<file path="config.mk">
export PLATFORM = sky130hd
export DESIGN_NAME = softmax_xent_grad
export DESIGN_NICKNAME = d
export VERILOG_FILES = /design/src/rtl/softmax_pkg.sv /design/src/rtl/fixed_exp2_lut.sv /design/src/rtl/softmax_xent_grad.sv
export SDC_FILE = /design/constraint.sdc
export NUM_CORES = 1
export LEC_CHECK = 0
export BUFFER_PORTS_ARGS = -buffer_cell sky130_fd_sc_hd__buf_2
export CAP_MARGIN = 30
export CORE_MARGIN = 2
export CORE_UTILIZATION = 50
export CTS_CLUSTER_SIZE = 40
export DETAILED_ROUTE_END_ITERATION = 12
export GPL_TIMING_DRIVEN = 1
export PLACE_DENSITY = 0.84
export SLEW_MARGIN = 20
export SYNTH_ARGS = -nofsm -noshare
export SYNTH_HDL_FRONTEND = slang
export SYNTH_SLANG_ARGS = --single-unit
export TNS_END_PERCENT = 20
</file>
<file path="constraint.sdc">
create_clock -name clk -period 8.55 [get_ports clk]
set_input_delay 1.2825 -clock clk [delete_from_list [all_inputs] [get_ports clk]]
set_output_delay 1.2825 -clock clk [all_outputs]
set_load 0.005 [all_outputs]
</file>
<file path="src/rtl/softmax_pkg.sv">
// softmax_pkg: FSM state type and elaboration-time constant helpers shared by
// softmax_xent_grad and fixed_exp2_lut.
package softmax_pkg;

    typedef enum logic [2:0] {S_IDLE, S_MAX, S_EXP, S_DIV, S_DONE} state_t;

    function automatic int log2e_q(input int frac);
        return int'(1.4426950408889634 * (2.0 ** frac));
    endfunction

    function automatic int sum_w(input int n, input int frac);
        return frac + 1 + $clog2(n);
    endfunction

    function automatic int idx_w(input int n);
        return $clog2(n);
    endfunction

    // round(2^(-j/2^lut_bits) * 2^frac); entry 0 is exactly 1.0
    function automatic int lut_val(input int j, input int frac, input int lut_bits);
        return int'((2.0 ** (-real'(j) / real'(1 << lut_bits))) * (2.0 ** frac));
    endfunction

endpackage

</file>
<file path="src/rtl/fixed_exp2_lut.sv">
// fixed_exp2_lut: two-stage pipelined e^d for d <= 0 (Q.FRAC in, unsigned Q.FRAC out)
// using e^d = 2^(-t), t = -d*log2(e), split into integer shift k and LUT fraction f.
module fixed_exp2_lut
    import softmax_pkg::*;
#(
    parameter int PREC     = 16,
    parameter int FRAC     = 8,
    parameter int LUT_BITS = 4
) (
    input  logic                 clk,
    input  logic                 reset,
    input  logic                 in_valid,
    input  logic signed [PREC:0] d,
    output logic                 out_valid,
    output logic [FRAC:0]        e
);

    localparam int T_W  = PREC + FRAC + 1;
    localparam int SH   = 2 * FRAC - LUT_BITS;
    localparam int TT_W = T_W - SH;
    localparam int K_W  = TT_W - LUT_BITS;
    localparam logic [T_W-1:0] LOG2E = T_W'(log2e_q(FRAC));

    logic [FRAC:0]         lut [2**LUT_BITS];
    logic [PREC-1:0]       mag;
    logic [TT_W-1:0]       t;
    logic [K_W-1:0]        k;
    logic [LUT_BITS-1:0]   f;
    logic                  v1;

    for (genvar j = 0; j < 2**LUT_BITS; j++) begin : g_lut
        assign lut[j] = (FRAC+1)'(lut_val(j, FRAC, LUT_BITS));
    end

    // d spans PREC+1 bits so its magnitude always fits PREC unsigned bits
    assign mag = PREC'(-d);
    assign k   = t[TT_W-1:LUT_BITS];
    assign f   = t[LUT_BITS-1:0];

    always_ff @(posedge clk or negedge reset) begin
        if (!reset) begin
            v1        <= 1'b0;
            out_valid <= 1'b0;
            t         <= '0;
            e         <= '0;
        end else begin
            v1        <= in_valid;
            out_valid <= v1;
            t         <= TT_W'((T_W'(mag) * LOG2E) >> SH);
            e         <= (k > K_W'(FRAC)) ? '0 : lut[f] >> k;
        end
    end

endmodule

</file>
<file path="src/rtl/softmax_xent_grad.sv">
// softmax_xent_grad: fixed-point softmax over N logits (max search, 2^x LUT exp, restoring divide).
// SOFTMAX_LABEL_GRAD_EN: emit softmax minus one-hot(label) as the cross-entropy gradient.
module softmax_xent_grad
    import softmax_pkg::*;
#(
    parameter int N_NEURONS = 10,
    parameter int PREC      = 16,
    parameter int FRAC      = 8,
    parameter int LUT_BITS  = 4
) (
    input  logic                             clk,
    input  logic                             reset,
    input  logic                             start,
    input  logic [N_NEURONS*PREC-1:0]        act_in,
    input  logic [idx_w(N_NEURONS)-1:0]      label,
    output logic                             ready_o,
    output logic                             valid_o,
    output logic [N_NEURONS*PREC-1:0]        grad_o,
    output logic                             label_err_o
);

    localparam int SUM_W = sum_w(N_NEURONS, FRAC);
    localparam int IDX_W = idx_w(N_NEURONS);
    localparam int PTR_W = $clog2(N_NEURONS + 2);
    localparam int CNT_W = $clog2(FRAC + 2);

    state_t                  state, state_nxt;
    logic [N_NEURONS*PREC-1:0] act_r;
    logic signed [PREC-1:0]  max_r, act_sel;
    logic signed [PREC:0]    diff;
    logic [PTR_W-1:0]        ptr, sel;
    logic [CNT_W-1:0]        cnt;
    logic [SUM_W-1:0]        sum, rem_nxt;
    logic [SUM_W:0]          rem;
    logic [FRAC:0]           e_mem [N_NEURONS];
    logic [FRAC-1:0]         q;
    logic                    q_bit, last_ptr, last_step, exp_end;
    logic                    exp_in_valid, exp_valid;
    logic [FRAC:0]           exp_e;
    logic [PREC-1:0]         grad_val;

    assign ready_o      = state == S_IDLE;
    assign valid_o      = state == S_DONE;
    assign sel          = (ptr < PTR_W'(N_NEURONS)) ? ptr : '0;
    assign act_sel      = act_r[sel*PREC +: PREC];
    assign diff         = {act_sel[PREC-1], act_sel} - {max_r[PREC-1], max_r};
    assign last_ptr     = ptr == PTR_W'(N_NEURONS - 1);
    assign exp_end      = ptr == PTR_W'(N_NEURONS + 1);
    assign last_step    = cnt == CNT_W'(FRAC + 1);
    assign exp_in_valid = (state == S_EXP) && (ptr < PTR_W'(N_NEURONS));
    assign q_bit        = rem >= {1'b0, sum};
    assign rem_nxt      = q_bit ? SUM_W'(rem - {1'b0, sum}) : SUM_W'(rem);

`ifdef SOFTMAX_LABEL_GRAD_EN
    logic [IDX_W-1:0] label_r;
    // An out-of-range label never matches an element index, so nothing is subtracted
    assign grad_val = (ptr == PTR_W'(label_r)) ? PREC'({q, q_bit}) - PREC'(1 << FRAC)
                                               : PREC'({q, q_bit});
    always_ff @(posedge clk or negedge reset) begin
        if (!reset) begin
            label_r     <= '0;
            label_err_o <= 1'b0;
        end else if (state == S_IDLE && start) begin
            label_r     <= label;
            label_err_o <= {1'b0, label} >= (IDX_W+1)'(N_NEURONS);
        end
    end
`else
    logic unused_label;
    assign unused_label = ^label;
    assign grad_val     = PREC'({q, q_bit});
    assign label_err_o  = 1'b0;
`endif

    fixed_exp2_lut #(.PREC(PREC), .FRAC(FRAC), .LUT_BITS(LUT_BITS)) u_exp (
        .clk       (clk),
        .reset     (reset),
        .in_valid  (exp_in_valid),
        .d         (diff),
        .out_valid (exp_valid),
        .e         (exp_e)
    );

    always_ff @(posedge clk or negedge reset) begin
        if (!reset) state <= S_IDLE;
        else        state <= state_nxt;
    end

    always_comb begin
        state_nxt = state;
        unique case (state)
            S_IDLE:  state_nxt = start ? S_MAX : S_IDLE;
            S_MAX:   state_nxt = last_ptr ? S_EXP : S_MAX;
            S_EXP:   state_nxt = exp_end ? S_DIV : S_EXP;
            S_DIV:   state_nxt = (last_step && last_ptr) ? S_DONE : S_DIV;
            S_DONE:  state_nxt = S_IDLE;
            default: state_nxt = S_IDLE;
        endcase
    end

    always_ff @(posedge clk or negedge reset) begin
        if (!reset) begin
            act_r  <= '0;
            max_r  <= '0;
            ptr    <= '0;
            cnt    <= '0;
            sum    <= '0;
            rem    <= '0;
            q      <= '0;
            grad_o <= '0;
            for (int i = 0; i < N_NEURONS; i++) e_mem[i] <= '0;
        end else begin
            unique case (state)
                S_IDLE: if (start) begin
                    act_r <= act_in;
                    max_r <= act_in[PREC-1:0];
                    sum   <= '0;
                    ptr   <= '0;
                end
                S_MAX: begin
                    if (act_sel > max_r) max_r <= act_sel;
                    ptr <= last_ptr ? '0 : ptr + 1'b1;
                end
                // exp results emerge two cycles after issue, hence the ptr-2 slot
                S_EXP: begin
                    if (exp_valid) begin
                        e_mem[ptr - PTR_W'(2)] <= exp_e;
                        sum <= sum + SUM_W'(exp_e);
                    end
                    ptr <= exp_end ? '0 : ptr + 1'b1;
                end
                S_DIV: begin
                    if (cnt == '0) begin
                        rem <= (SUM_W+1)'(e_mem[sel]);
                        q   <= '0;
                        cnt <= cnt + 1'b1;
                    end else begin
                        rem <= {rem_nxt, 1'b0};
                        q   <= {q[FRAC-2:0], q_bit};
                        cnt <= last_step ? '0 : cnt + 1'b1;
                        if (last_step) begin
                            grad_o[sel*PREC +: PREC] <= grad_val;
                            ptr <= ptr + 1'b1;
                        end
                    end
                end
                default: ;
            endcase
        end
    end

endmodule

</file>
* Yosys cells after proc, flatten, opt, wreduce, memory -nomap -nowiden
Memories as Yosys holds them, arrays and structs flattened.
Cells that the tools add are included.
** Storage, ports and cells
- Bits in registers :: 496
- Memory bits (read-only) :: 144
- Bits of input ports :: 167
- Output and inout port bits :: 163
- Logic and storage cells :: 108
- Memories kept :: 1
** Memories
- (name not given) :: depth 16, width 9, rd ports 1, clocked after memory_dff 0, write ports 0, line fixed_exp2_lut.sv:50 : e <= (k > K_W'(FRAC)) ? '0 : lut[f] >> k;
** Operators by class
- Add/subtract/negate cells :: 8
- Multiply operators :: 1
- Order comparisons :: 8
- Equality and inequality tests :: 12
- Shift-type cells :: 4
- Muxes and demuxes :: 33
- Bitwise gates (word level) :: 4
- Reduce and logical (&&, ||, !) cells :: 14
** Operators by type and width (number)
- 160-bit bitwise mux :: 1
- 16-bit by 34-bit variable shift with 160-bit output, first input constant :: 1
- 16-bit by 34-bit indexed part select with 160-bit output :: 1
- 160-bit by 9-bit indexed part select with 16-bit output :: 1
- 90-bit bitwise mux :: 1
- 9-bit two-way mux :: 6
- 13-bit two-way mux :: 3
- 9-bit binary-select mux with 4-bit select :: 1
- 9-bit demux with 4-bit select :: 1
- 8-bit negator with 34-bit output :: 1
- 16-bit two-way mux :: 2
- 4-bit two-way mux :: 8
- 16-bit case mux with 2 select lines :: 1
- 13-bit case mux with 2 select lines :: 1
- 16-bit by 9-bit multiplier with 25-bit output, second input constant :: 1
- 16-bit greater-than comparator :: 1
- 16-bit negator :: 1
- 4-bit case mux with 4 select lines :: 1
- 16-bit subtractor :: 1
- 5-bit >= comparator, second input constant :: 3
- 4-bit inverter with 5-bit output :: 3
- 14-bit by 13-bit >= comparator with 1-bit output :: 1
- 14-bit two-way mux :: 1
- 13-bit by 9-bit adder with 13-bit output :: 1
- 27 further kinds :: 41

* Depth between registers and ports, before layout
Gate-level depths: netlist (run 1).
- Word-level depth :: 7
- Mapped depth :: 36
- Gate-level depth less buffers :: 33

* Hierarchy
From an unflattened synthesis (run 1), not the netlist that was laid out.
** Unflattened totals
- Cells, all modules :: 2617
- Area total of the unflattened synthesis :: 24873.9 um^2
** Modules (own cells, without submodules)
- softmax_xent_grad :: times used 1, cells each 2185, area each 20872.5 um^2, sequential area each 10059.6 um^2
- fixed_exp2_lut :: times used 1, cells each 432, area each 4001.3 um^2, sequential area each 600.6 um^2

* Worst setup path after synthesis (run 1)
OpenSTA, ideal clock, no wires.
- Path kind :: reg-to-reg
- Start :: register ptr[1]
- End :: register u_exp.t[12]
- Setup time :: 0.079 ns
- Data arrival time :: 8.075 ns
- Required time :: 8.471 ns
- Setup slack :: 0.396 ns
- Stages on the path, launching flop included :: 37
- Path buffers :: 3
- Period minus slack after synthesis :: 8.154 ns
- Path through :: dfrtp_1 buf_2 o21ai_1 and2_1 clkbuf_1 buf_1 mux4_2 nor2b_1 a211oi_1 a31oi_1 ha_1 inv_1 ha_1 nor2_1 a31oi_2 maj3_2 a31oi_1 nor2b_1 nor2_1 o21ai_1 xor2_2 ha_1 fa_1 fa_1 inv_1 fa_1 inv_1 ha_1 a21o_1 a21oi_1 o21a_1 nor2_1 nor4_1 a32oi_1 a41o_1 o31ai_1 xor2_1
** Between the ends
- Word-level cells in the longest chain between the ends :: 6
** Ends and longest elaborated chain
- start: declaration :: line softmax_xent_grad.sv:31 : logic [PTR_W-1:0] ptr, sel;
- start signal: assignment :: line softmax_xent_grad.sv:122 : ptr <= last_ptr ? '0 : ptr + 1'b1;
- start signal: assignment :: line softmax_xent_grad.sv:130 : ptr <= exp_end ? '0 : ptr + 1'b1;
- start signal: assignment :: line softmax_xent_grad.sv:143 : ptr <= ptr + 1'b1;
- 4-bit less-than comparator :: line softmax_xent_grad.sv:44 : assign sel = (ptr < PTR_W'(N_NEURONS)) ? ptr : '0;
- 4-bit two-way mux * :: line softmax_xent_grad.sv:44
- 160-bit by 9-bit indexed part select with 16-bit output * :: line softmax_xent_grad.sv:45 : assign act_sel = act_r[sel*PREC +: PREC];
- 16-bit subtractor * :: line softmax_xent_grad.sv:46 : assign diff = {act_sel[PREC-1], act_sel} - {max_r[PREC-1], max_r};
- 16-bit negator * :: line fixed_exp2_lut.sv:36 : assign mag = PREC'(-d);
- 16-bit by 9-bit multiplier with 25-bit output * :: line fixed_exp2_lut.sv:49 : t <= TT_W'((T_W'(mag) * LOG2E) >> SH);
- end signal: assignment :: line fixed_exp2_lut.sv:49
- end: declaration :: line fixed_exp2_lut.sv:26 : logic [TT_W-1:0] t;
Every way passes the cells marked *; elsewhere a longest branch is shown, timed or not.
A chain may end at the register's enable or synchronous reset.

* Worst setup path after layout (run 1)
- Start :: register ptr[2]
- End :: register u_exp.t[12]
Same word-level chain as after synthesis.

==> summary.txt, run 1 <==
Status = finished clean
Num Clock Sinks = 426
Fin. Hold Viols = 0
Core area = 0.0464 mm2
Hpwl dp = 42.3 mm
Share of cells above drive strength 1 = 31.8%
Final worst path period need = 8.18 ns
GP Congestion = 0.897
Fin crit share = 95.6%
Global Route Usage Sum = 23.8%
First-pass GRT wire length = 90.8 mm
Vias in the first global route = 17100
Clock transition at path regs = 0.06 ns
Share of flip-flops with an asynchronous set or reset = 100%
Yosys top cell area share = 45.6%
Largest net degree at the start of global routing = 148
Largest family of logic cells by synthesized area = multiplexers
Fmax = 0.122 GHz
Distinct cells, synth = 78
TritonCTS clock tree = built
Worst skew pair latency = 0.56 ns
Max-cap violations = 0
Startpoint Class = flip-flop
PortBufs = 254
Fin Setup TNS = 0 ns
Critical path type = reg2reg
Area delta synth->final = 14.3%
Crit path capture type = flip-flop
Final nets = 2600
Initial Utilization = 50.5%
Htree depth = 2
Final-report setup violation count = 0
Post-synth top area cell = dfrtp_1
Mux share of post-synthesis cell area = 20.0%
WP data arrival = 8.65 ns
Row count = 79
Actual slew at the worst max-slew pin = 0.868 ns
Multi-input gate area = 0.0117 mm2
Critical Path RT = 9.03 ns
Clk_skew = 0.0187 ns
Drt via density = 5.76
Seq. cell area = 0.0107 mm2
Remaining Overflow, GRT = 0
DRT iter0 DRCs = 1224
Filler instances = 3524
Main synth FF type = dfrtp_1
Worst hold path type = reg2reg
I/O Pins = 330
Chip Height = 220 um
Fin area = 0.0267 mm2
Post-Syn Area = 0.0234 mm2
Initial antenna violation count = 10
Synth Area in XOR/XNOR = 2.13%
Die area = 0.0485 mm2
Register area share after synthesis = 45.6%
Synth Warn # = 0
CP max stage delay = 0.58 ns
Dpl cell area = 0.0251 mm2
Synthesized instance count = 2033
Synth Area in Simple Gates = 7.55%
Vias post-DR = 16800
Avg WL per Cell = 20.0 um
Crit path max fanout = 32
Root buffer cell = clkbuf_16
Die Width = 220 um
Post-synth EDFFs = 0
Post-DRT Antenna Nets = 0
Fin. max-slew vios = 0
Largest cells by area after synthesis = dfrtp_1 (46%), mux2_2 (13%), ha_1 (6.4%), mux4_2 (4.5%), o21ai_0 (3.5%)
Pre-antenna DRT Iters = 6
Cts bufs inserted = 42
Clock tree buffer depth = 3
Syn_area_per_cell = 11.5 um2
Post-Route WL = 58.3 mm
Adder-Cell Fraction of Synth Area = 9.90%
Synth Area in Compound Gates = 9.04%
Slowest-stage cell, CP = mux4_2
Post-route DRC = 0
Rel. slew slack = 42.1%
Yosys reg bits = 426
[sequential cells by signal, indices dropped and copies added, names as in the netlist]
name             count
act_r              160
e_mem               90
grad_o              90
max_r               16
rem                 14
sum                 13
u_exp.t             13
u_exp.e              9
q                    8
cnt                  4
ptr                  4
state                3
u_exp.out_valid      1
u_exp.v1             1
[per-layer routing]
layer	up-vias	GRT usage (%)	share of wire [%]
met3	157	5.22	7.0
met4	14	10.2	4.3
met5	-	0	0.17
li1	7522	-	-
met1	8449	28.5	39
met2	653	41.4	50
[path summary, 6_finish.rpt]
path | start | end | slack (ns) | cells after the start
setup reg to reg | ptr[2] | u_exp.t[12] | 0.37 | 28
max in group asynchronous | reset | grad_o[65] | 5.98 | 3
hold / removal | u_exp.v1 | u_exp.out_valid | 0.35 | 0
hold reg to reg | u_exp.v1 | u_exp.out_valid | 0.35 | 0
setup / recovery | ptr[2] | u_exp.t[12] | 0.37 | 28
min in group asynchronous | reset | grad_o[86] | 0.77 | 1
[critical path, delay by kind of cell (launching register included)]
family	cells	cell delay, ns
AO/OA/AOI/OAI	11	2.73
XOR/XNOR	1	0.19
adder cells (fa/ha/maj)	6	2.66
buffers and inverters	3	0.34
flip-flops	1	0.38
multiplexers	2	0.86
AND/OR/NAND/NOR	5	0.91
[logic make-up after synthesis]
logic type	Yosys count
other cells	1
compound gates	344
mux	369
xor+xnor	56
buf+inv	283
simple gates	392
flops	426
fa+ha+maj	162
[per-stage QoR]
step	std cells	utilization [%]	worst slack, ns	hold WS, ns
3_3_place_gp	2832	54.1	0.456	0.340
5_1_grt	2915	57.7	-0.0505	0.378
6_report	2918	57.7	0.374	0.350
3_5_place_dp	2833	54.1	0.204	0.340
2_1_floorplan	2103	-	0.396	0.331
4_1_cts	2910	57.4	0.161	0.353
[cell type report]
class	count	share of cell area, %
repair buffers	290	6.15
clock buffers	60	4.72
multi-input cells	1394	43.7
well taps	607	2.84
diodes	4	0.0374
flip-flops and latches	426	39.9
clock inverters	17	0.968
inverters	120	1.69
[cells in the mapped netlist, types with 7 or more instances]
cell      count
nand2_1     200
o21ai_0     162
nand4_1       7
o221ai_1     10
mux2_4        9
o21bai_1      9
fa_1         39
a21oi_1      58
buf_4        71
or2_2         7
dfrtp_1     426
xnor2_1      33
a31oi_1       8
nor2b_1      14
a21o_1       13
mux2i_1      30
mux2_2      279
and2_1       10
mux4_2       47
ha_1        120
nor3_1       13
a211oi_1      9
nor2_1       66
clkbuf_1     61
nand3_1      35
nand2b_1      7
xor2_1       22
o31ai_1       7
and3_1        8
a22o_1        8
inv_1       118
buf_2         9
buf_1        20
a22oi_1       8
[placed cells by master, fill, tap and decap left out, drive strengths merged, types with 4 or more instances in the layout]
master  netlist  layout
a22oi         8       8
mux4         47      47
o221ai       10      10
inv         120     122
bufinv        0       6
and3          8       8
o21a          6       6
nand2       200     200
conb          1      71
nand4         7       7
and2         10      10
a22o          8       8
clkbuf       61      60
diode         0       4
a211oi       10      10
o21bai        9       9
a31oi        10      10
xnor2        33      33
or3           5       5
nor4          6       6
xor2         23      23
o21ai       168     168
nor3         13      13
nand3        35      35
a21oi        58      58
nor2         68      68
nor2b        14      14
dfrtp       426     426
nand2b        7       7
fa           39      39
a221oi        5       5
clkinv        0       8
o22ai         7       7
mux2        292     292
mux2i        30      30
or2           7       7
ha          120     120
buf         102     290
o31ai         7       7
a21o         13      13
[what timing repair did]
item	CTS	global route
gates resized for setup	0	11
setup endpoints to repair	0	6
hold buffers	0	0
buffers inserted	0	1
Power of run 1 is not shown: default switching activity piles up to over one toggle a cycle in this logic, so the estimate is an artifact.
==> run 2: changes to the inputs <==
--- a/config.mk
+++ b/config.mk
@@ -6,15 +6,15 @@
 export NUM_CORES = 1
 export LEC_CHECK = 0
 export BUFFER_PORTS_ARGS = -buffer_cell sky130_fd_sc_hd__buf_2
-export CAP_MARGIN = 30
 export CORE_MARGIN = 2
 export CORE_UTILIZATION = 50
 export CTS_CLUSTER_SIZE = 40
 export DETAILED_ROUTE_END_ITERATION = 12
 export GPL_TIMING_DRIVEN = 1
-export PLACE_DENSITY = 0.84
+export PLACE_DENSITY = 0.83
 export SLEW_MARGIN = 20
 export SYNTH_ARGS = -nofsm -noshare
 export SYNTH_HDL_FRONTEND = slang
+export SYNTH_HIERARCHICAL = 1
 export SYNTH_SLANG_ARGS = --single-unit
 export TNS_END_PERCENT = 20
==> run 2 against run 1 <==
Against the previous run:
- clock-buffer cell count is 7 higher
- fmax rose by 3.0%
- global-route usage is 0.78 points higher
- worst hold slack improved by 0.0012 ns
- critical endpoint is now u_exp/t[12]
==> summary.txt, run 2 <==
Remaining Overflow, GRT = 0 (unchanged)
Critical Path End = u_exp/t[12]
Worst hold path type = reg2reg
Critical Path RT = 9.01 ns (-0.02 ns)
TritonCTS clock tree = built
Critical path type = reg2reg
Die Width = 227 um (+3.0%)
Cts bufs inserted = 47 (+12%)
Root buffer cell = clkbuf_16
Final-report setup violation count = 0 (unchanged)
Most common cell after layout, fill and taps aside = nand2_1
RR Endpoint = u_exp/t[12]
Worst r2r src = ptr[3]
Rel. slew slack = 30.1% (-12 points)
Vias in the first global route = 19400 (+13%)
Vias post-DR = 19900 (+18%)
Hpwl dp = 45.4 mm (+7.4%)
Post-route DRC = 0 (unchanged)
Post-Route WL = 63.8 mm (+9.5%)
Status = finished clean
Final nets = 3152 (+21%)
Initial Utilization = 50.7% (+0.26 points)
GP Congestion = 0.907 (+1.1%)
Slowest-stage cell, CP = xnor2_1
Setup WS post-layout = 0.608 ns (+0.235 ns)
Fin. max-slew vios = 0 (unchanged)
Actual slew at the worst max-slew pin = 1.05 ns (+0.181 ns)
Startpoint Class = flip-flop
VDD IR max = 0.000155 V
Core area = 0.0490 mm2 (+5.6%)
Post-Syn Area = 0.0248 mm2 (+6.1%)
Pre-antenna DRT Iters = 10 (+4)
Share of cells above drive strength 1 = 20.2% (-12 points)
Largest net degree at the start of global routing = 153 (+3.4%)
Num Clock Sinks = 426 (unchanged)
DRT iter0 DRCs = 1827 (+49%)
Global Route Usage Sum = 24.6% (+0.78 points)
Crit path capture type = flip-flop
Fin crit share = 92.9% (-2.7 points)
Avg WL per Cell = 18.1 um (-9.5%)
Post-placement cell count = 3442 (+21%)
Clock transition at path regs = 0.06 ns (about the same)
WP data arrival = 8.40 ns (-0.25 ns)
Initial antenna violation count = 6 (-4)
CP startpoint = ptr[3]
CP max stage delay = 0.59 ns (about the same)
Chip Height = 227 um (+3.0%)
Reg2Reg Depth = 28 (unchanged)
Area delta synth->final = 13.3%
LEAKAGE = 14.0 nW
Drt via density = 5.64 (-2.0%)
Crit-path most repeated cell = fa_1
Commonest non-fill, non-tap cells in the layout = nand2_1 (671), dfrtp_1 (423), buf_2 (253), mux2_2 (144), o21ai_0 (133)
Dpl ws = 0.428 ns (+0.224 ns)
Flip-flop count of the largest register after layout = 160 (unchanged)
Post-Route Utilization = 57.5% (-0.22 points)
Fmax = 0.126 GHz (+3.0%)
Synth Warn # = 6 (+6)
Post-DRT Antenna Nets = 0 (unchanged)
Post-CTS Setup Inserts = 0 (unchanged)
Fin. Hold Viols = 0 (unchanged)
RSZ-0062 raised after global routing = no
Die area = 0.0515 mm2 (+6.0%)
Htree depth = 2 (unchanged)
Fin Setup TNS = 0 ns (unchanged)
Final worst path period need = 7.94 ns (-0.235 ns)
WHS = 0.351 ns (+0.00124 ns)
Clk_skew = 0.0283 ns (+0.00958 ns)
Finished Layout Cells = 3528 (+21%)
I/O Pins = 330 (unchanged)
First-pass GRT wire length = 100 mm (+10%)
R2r setup slk = 0.61 ns (+0.23 ns)
Clock tree buffer depth = 3 (unchanged)
Largest regs = act_r x160, e_mem x90, grad_o x90
PortBufs = 254 (unchanged)
Max-cap violations = 0 (unchanged)
Ant. Diodes = 0 (-4)
Power Density = 150 mW/mm2
Crit path max fanout = 13 (-59%)
Largest Register = act_r
Worst skew pair latency = 0.60 ns (+0.04 ns)
Synthesized instance count = 2611 (+28%)
Syn_area_per_cell = 9.51 um2 (-17%)
Row count = 81 (+2.5%)
## run 2: worst max-delay path: cells and delay by family, from the launching register on
family / cells / cell delay, ns
AOI/OAI and AO/OA: 10 / 2.25
and+or+nand+nor: 6 / 0.96
buffers and inverters: 3 / 0.38
DFF: 1 / 0.52
muxes: 1 / 0.36
xor gates and xnor gates: 3 / 1.11
adders and majority gates: 5 / 2.24
## run 2: final cells by class
class | count | area [um2]
repair buffers | 294 | 1640
flip-flops and latches | 426 | 10700
clock inverters | 19 | 245
inverters | 124 | 465
clock buffers | 67 | 1380
well taps | 664 | 831
fillers | 4087 | 20800
multi-input cells | 1934 | 12900
## run 2: what timing repair did
action	CTS	global route
setup endpoints to repair	0	4
gates resized for setup	0	6
hold buffers	0	0
## run 2: worst min-delay path by stage
| stage | start | to | slack, ns | cells after the start |
|---|---|---|---|---|
| after global routing | u_exp/v1 | u_exp/out_valid | 0.36 | 0 |
| after CTS | u_exp/v1 | u_exp/out_valid | 0.35 | 0 |
| after global placement | u_exp/v1 | u_exp/out_valid | 0.33 | 0 |
| final | u_exp/v1 | u_exp/out_valid | 0.35 | 0 |
| after floorplan | u_exp/v1 | u_exp/out_valid | 0.33 | 0 |
| after detailed placement | u_exp/v1 | u_exp/out_valid | 0.34 | 0 |
## run 2: metrics by stage
| stage | total power, mW | cell area (um2) |
|---|---|---|
| after global placement | 2.15 | 26500 |
| after detailed placement | 2.15 | 26500 |
| after global routing | 4.34 | 28100 |
| after CTS | 4.24 | 28100 |
| after floorplan | 2.09 | 25100 |
| final | 4.22 | 28100 |
## run 2: routing by layer
metal / share of wire [%] / vias up / track usage (%) / wire, um
met4: 4.6 / 12 / 11.6 / 2930
met5: 0.10 / - / 0 / 67
met3: 7.1 / 171 / 3.97 / 4520
li1: - / 9279 / - / -
met1: 40 / 9674 / 31.0 / 25300
met2: 49 / 759 / 41.3 / 31000
## run 2: power by group
part,total (mW),leakage [nW],internal (mW),switching (mW)
combinational,0.0964,7.79,0.0315,0.0649
clock,2.10,0.787,1.23,0.871
sequential,2.02,5.47,2.02,0
total,4.22,14.0,3.28,0.936
No activity file was read; power rests on OpenSTA's default activity.
